### src/rtl/itch_add_order_parser.sv
// itch_add_order_parser: decodes 9-word ITCH Add Order frames into order fields, dropping and counting malformed frames
module itch_add_order_parser #(
  parameter int REG_WIDTH = 32,
  parameter int ERR_CNT_WIDTH = 16
) (
  input  logic                     i_clk,
  input  logic                     i_rst_n,
  input  logic [REG_WIDTH-1:0]     i_word,
  input  logic                     i_word_valid,
  input  logic                     i_word_first,
  output logic                     o_word_ready,
  output logic                     o_msg_valid,
  input  logic                     i_msg_ready,
  output logic [15:0]              o_locate_code,
  output logic [15:0]              o_tracking_number,
  output logic [47:0]              o_timestamp,
  output logic [63:0]              o_order_ref,
  output logic                     o_side,
  output logic [31:0]              o_quantity,
  output logic [1:0]               o_stock_symbol,
  output logic                     o_symbol_known,
  output logic [31:0]              o_price,
  output logic [ERR_CNT_WIDTH-1:0] o_err_count
);
  localparam logic [63:0] AAPL = 64'h4141504c20202020;
  localparam logic [63:0] AMZN = 64'h414d5a4e20202020;
  localparam logic [63:0] GOOGL = 64'h474f4f474c202020;
  localparam logic [63:0] MSFT = 64'h4d53465420202020;
  typedef enum logic [1:0] {IDLE, COLLECT, DISCARD} state_t;
  state_t state, state_n;
  logic [3:0] idx, idx_n;
  logic [REG_WIDTH-1:0] sh [8];
  logic acc, first, abort, bad, done, known;
  logic [1:0] code;
  logic [63:0] sym;
  logic [ERR_CNT_WIDTH:0] esum;
  assign o_word_ready = !(state == COLLECT && idx == 4'd8 && o_msg_valid && !i_msg_ready);
  always_comb begin
    acc = i_word_valid && o_word_ready;
    first = acc && i_word_first;
    abort = first && state == COLLECT;
    bad = first && i_word[7:0] != 8'h41;
    done = acc && !i_word_first && state == COLLECT && idx == 4'd8;
    sym = {sh[7], sh[6]};
    known = sym == AAPL || sym == AMZN || sym == GOOGL || sym == MSFT;
    code = sym == AMZN ? 2'd1 : sym == GOOGL ? 2'd2 : sym == MSFT ? 2'd3 : 2'd0;
    esum = {1'b0, o_err_count} + (ERR_CNT_WIDTH+1)'(abort) + (ERR_CNT_WIDTH+1)'(bad);
    state_n = state;
    idx_n = idx;
    if (first) begin
      state_n = bad ? DISCARD : COLLECT;
      idx_n = 4'd1;
    end else if (acc && state != IDLE) begin
      state_n = idx == 4'd8 ? IDLE : state;
      idx_n = idx == 4'd8 ? 4'd0 : idx + 4'd1;
    end
  end
  always_ff @(posedge i_clk or negedge i_rst_n) begin
    if (!i_rst_n) begin
      state <= IDLE;
      idx <= 4'd0;
    end else begin
      state <= state_n;
      idx <= idx_n;
    end
  end
  always_ff @(posedge i_clk) begin
    if (first || (acc && state == COLLECT && idx != 4'd8)) sh[first ? 3'd0 : idx[2:0]] <= i_word;
  end
  always_ff @(posedge i_clk or negedge i_rst_n) begin
    if (!i_rst_n) begin
      o_msg_valid <= 1'b0;
      o_err_count <= '0;
      o_locate_code <= '0;
      o_tracking_number <= '0;
      o_timestamp <= '0;
      o_order_ref <= '0;
      o_side <= 1'b0;
      o_quantity <= '0;
      o_stock_symbol <= '0;
      o_symbol_known <= 1'b0;
      o_price <= '0;
    end else begin
      o_err_count <= esum[ERR_CNT_WIDTH] ? '1 : esum[ERR_CNT_WIDTH-1:0];
      o_msg_valid <= done || (o_msg_valid && !i_msg_ready);
      if (done) begin
        o_locate_code <= sh[0][23:8];
        o_tracking_number <= {sh[1][7:0], sh[0][31:24]};
        o_timestamp <= {sh[2][23:0], sh[1][31:8]};
        o_order_ref <= {sh[4][23:0], sh[3], sh[2][31:24]};
        o_side <= sh[4][24];
        o_quantity <= sh[5];
        o_stock_symbol <= code;
        o_symbol_known <= known;
        o_price <= i_word;
      end
    end
  end
endmodule

### config.mk
export PLATFORM = sky130hd
export DESIGN_NAME = itch_add_order_parser
export DESIGN_NICKNAME = d
export VERILOG_FILES = /design/src/rtl/itch_add_order_parser.sv
export SDC_FILE = /design/constraint.sdc
export NUM_CORES = 1
export LEC_CHECK = 0
export CAP_MARGIN = 10
export CORE_MARGIN = 4
export CORE_UTILIZATION = 25
export DETAILED_ROUTE_END_ITERATION = 8
export DONT_BUFFER_PORTS = 1
export GPL_ROUTABILITY_DRIVEN = 0
export GPL_TIMING_DRIVEN = 0
export MAX_ROUTING_LAYER = met4
export PLACE_DENSITY = 0.49
export SLEW_MARGIN = 20
export SYNTH_ARGS = -nofsm -noshare
export SYNTH_HDL_FRONTEND = slang
export SYNTH_SLANG_ARGS = --single-unit
### constraint.sdc
create_clock -name i_clk -period 6.65 [get_ports i_clk]
set_clock_uncertainty 0.15 [all_clocks]
set_input_delay 1.33 -clock i_clk [delete_from_list [all_inputs] [get_ports i_clk]]
set_output_delay 1.33 -clock i_clk [all_outputs]
set_load 0.01 [all_outputs]
==> flow_metrics.tcl <==
set metrics [dict create \
    run_status "finished, final reports clean" \
    power.clock.fraction_pct 46.7 \
    setup-tns-final_ns 0 \
    switching_share_pct 21.1 \
    worst_setup_path_end_kind "register" \
    worst-path-buf-inv 5 \
    cp.arrival_ns 4.63 \
    io-pin-count 267 \
    power_w 0.00614 \
    dominantRegCellSynth "edfxtp_1" \
    wl_microns 44900 \
    postSynthNetCount 908 \
    worst_pin_slew_ns 0.803 \
    synth-warning-count 0 \
    final_standard_cell_count_with_taps_included_and_fillers_excluded 1852 \
    cts_made_buffers 53 \
    avgRoutedWirePerCell_microns 24.2 \
    syn-instance-count 867 \
    placedInstanceArea_sq_um 18000 \
    overall_routing_resource_usage_pct 12.8 \
    cts_max_level 2 \
    met3WireLength_microns 3600 \
    hold_buffers 0 \
    wl_met2_microns 21600 \
    cp-start-kind "register" \
    rsz0062_at_grt "false" \
    total_switching_power_w 0.00129 \
    worst-setup-path-type "reg -> reg" \
    globalRoute.totalOverflow 0 \
    ant_nets 0 \
    final_standard_cell_area_without_fillers_sq_um 19800 \
    post-synth-top-area-cell "edfxtp_1" \
    leakage_nw 8.37 \
    timing.critical_path.required_ns 7.03 \
    placement_rows 94 \
    grt_first_pass_wirelength_microns 63700 \
    dp_cells 1753 \
    crit_path_max_fanout 10 \
    die_area_sq_um 71100 \
    chipWidth_microns 267 \
    layout-drive-gt1-share_pct 18.7 \
    timing.slew.headroom_pct 46.0 \
    cts_post_setup_buffers_inserted 0 \
    path_cells "clkbuf_1, inv_1, ha_1, and3b_1, buf_2, a41oi_2, and2_1, nand2_1, fa_1, inv_1, ha_1, and3_1, nand4_1, nor2_1, nand3_1, clkbuf_1, nand2_1" \
    post_synth_main_area_contributors "edfxtp_1, dfrtp_1, mux2_1" \
    post_drt_via_cell_ratio 4.27 \
    grt_pass1_vias 8542 \
    post_synthesis_sequential_area_ratio_pct 78.5 \
    highest-signal-layer "met4" \
    synth_cell_type_count 44 \
    cpLargestDelayFamily "simple AND/OR/NAND/NOR gates" \
    fp.coreArea_sq_um 66000 \
    critical_path.slowest_cell "fa_1" \
    remaining_drc_errors 0 \
    tritoncts "built" \
    vias 7914 \
    initial_utilization_pct 25.3 \
    clk_transition_reported_paths_ns 0.06 \
    clockRootBuffer "clkbuf_16" \
    dp_hpwl_microns 29000 \
    final_util_pct 29.9 \
    max-cap-violations 0 \
    power.share.sequential_pct 51.9 \
    hold_violations 0 \
    port-buffer-count 0 \
    fmax_mhz 235 \
    slowest_cell_delay_on_critical_path_ns 0.44 \
    drt_iter0_markers 365 \
    power.ir.vdd_worst_uv 168 \
    async_reset_ff_share_pct 49.4 \
    clock_path_buffers 3 \
    maxSlewViolCount 0 \
    cts.sinks 476 \
    later_pin_clock_latency_in_the_skew_report_ns 0.59 \
    hold_path_class "reg -> reg" \
    synth_enable_flop_cells 241 \
    post_cts_resized 0 \
    synth.ff_latch_count 476 \
    p_int_w 0.00484 \
    die_y_microns 267 \
    synth_area_sq_um 16700 \
    power.combinational.fraction_pct 1.4 \
    met1_length_microns 18700 \
    powerDensity_nw_per_um2 311 \
    finalNetCount 985 \
    antenna_violations_before_repair 1 \
    timing.final.crit_period_ns 4.25 \
    post-route-period-util_pct 63.9 \
    maximum_number_of_pins_on_one_net_before_global_route_repair 236 \
    setup_viol 0 \
    area.growth.synth_to_final_pct 18.2 \
    netlist.area_leader.share_pct 43.3 \
    dr.pass1.iters 7 \
    postSynthAreaPerCell_sq_um 19.3 \
]
## placed cells by master (no fill, tap or decap), drive strengths merged, types with 3 or more instances in the layout
master and instances:
edfxtp 241, dfrtp 235, mux2 210, clkbuf 82, buf 47, nand2 33
nand3 16, clkinv 14, nor4b 10, nor2 9, nand4 7, xor2 7
nor4 7, inv 6, o21ai 6, and3 5, and4 5, clkinvlp 4
xnor2 3, nand2b 3, nor3 3, ha 3
## area by class of cell
| class | count | area, sq um |
|---|---|---|
| flip-flops and latches | 476 | 13100 |
| clock inverters | 19 | 156 |
| repair buffers | 22 | 203 |
| fillers | 6426 | 46200 |
| diodes | 2 | 5.00 |
| clock buffers | 78 | 1560 |
| plain buffers | 29 | 259 |
| multi-input cells | 356 | 3350 |
| inverters | 6 | 22.5 |
| well taps | 864 | 1080 |
## stage by stage
stage | hold slack, ns | setup slack (ns)
2_1_floorplan | 0.282 | 1.16
3_3_place_gp | 0.283 | -3.17
3_5_place_dp | 0.291 | 2.34
4_1_cts | 0.225 | 2.32
5_1_grt | 0.264 | 1.97
6_report | 0.300 | 2.40
## cell usage after synthesis (2+ instances only)
master and count:
edfxtp_1 241, dfrtp_1 235, mux2_1 166, mux2_2 44, nand2_1 33, buf_6 19, nand3_1 15, nor4b_1 10
nor2_1 9, nand4_1 7, xor2_1 7, buf_2 6, inv_1 6, nor4_1 6, o21ai_0 6, and3_1 5
and4_1 5, clkbuf_1 4, ha_1 3, nand2b_1 3, nor3_1 3, xnor2_1 3, a21oi_1 2, a31oi_1 2
and2_1 2, and3b_1 2, nand4b_1 2, nor2b_1 2, nor3b_1 2, o31ai_1 2, o41ai_1 2
## metal layers
metal  track usage, %  vias up
met1             15.4     4247
met2             20.7      210
met4             3.60        0
met5                -        -
met3             4.43       62
li1                 -     3395
## kinds of logic (layout without fill, tap and decap cells)
| logic type | Yosys count | after routing | synth area share, % |
|---|---|---|---|
| xor gates and xnor gates | 10 | 10 | 0.524 |
| DFF | 476 | 476 | 78.5 |
| and+or+nand+nor | 112 | 112 | 3.96 |
| other | 0 | 2 | 0 |
| AOI/OAI and AO/OA | 19 | 19 | 0.801 |
| muxes | 211 | 211 | 14.2 |
| adders and majority gates | 4 | 4 | 0.344 |
| buffers and inverters | 35 | 154 | 1.68 |
## registers in the layout (all words and copies together), names as in the netlist
signal,count
sh,241
o_order_ref,64
o_timestamp,48
o_price,32
o_quantity,32
o_err_count,16
o_locate_code,16
o_tracking_number,16
idx,4
o_stock_symbol,2
state,2
o_msg_valid,1
o_side,1
o_symbol_known,1
## power groups by stage
| stage | clock [W] | sequential (W) | combinational, W |
|---|---|---|---|
| 4_1_cts | 0.00298 | 0.00319 | 0.0000855 |
| 3_5_place_dp | 0 | 0.00325 | 0.0000843 |
| 6_report | 0.00286 | 0.00319 | 0.0000852 |
| 2_1_floorplan | 0 | 0.00323 | 0.0000632 |
| 5_1_grt | 0.00310 | 0.00319 | 0.0000978 |
| 3_3_place_gp | 0 | 0.00324 | 0.0000758 |
## final timing paths
| kind | cells past startpoint | from | end | slack [ns] |
|---|---|---|---|---|
| worst max-delay path | 17 | idx[1] | o_err_count[13] | 2.40 |
| worst min-delay path | 1 | sh[2][23] | o_timestamp[47] | 0.30 |
| worst max register to register | 17 | idx[1] | o_err_count[13] | 2.40 |
| worst min register to register | 1 | sh[2][23] | o_timestamp[47] | 0.30 |
| max in group asynchronous | 0 | i_rst_n | o_quantity[5] | 5.51 |
| min in group asynchronous | 0 | i_rst_n | o_order_ref[59] | 0.32 |
Note: power is estimated with default switching activity, not from simulation.
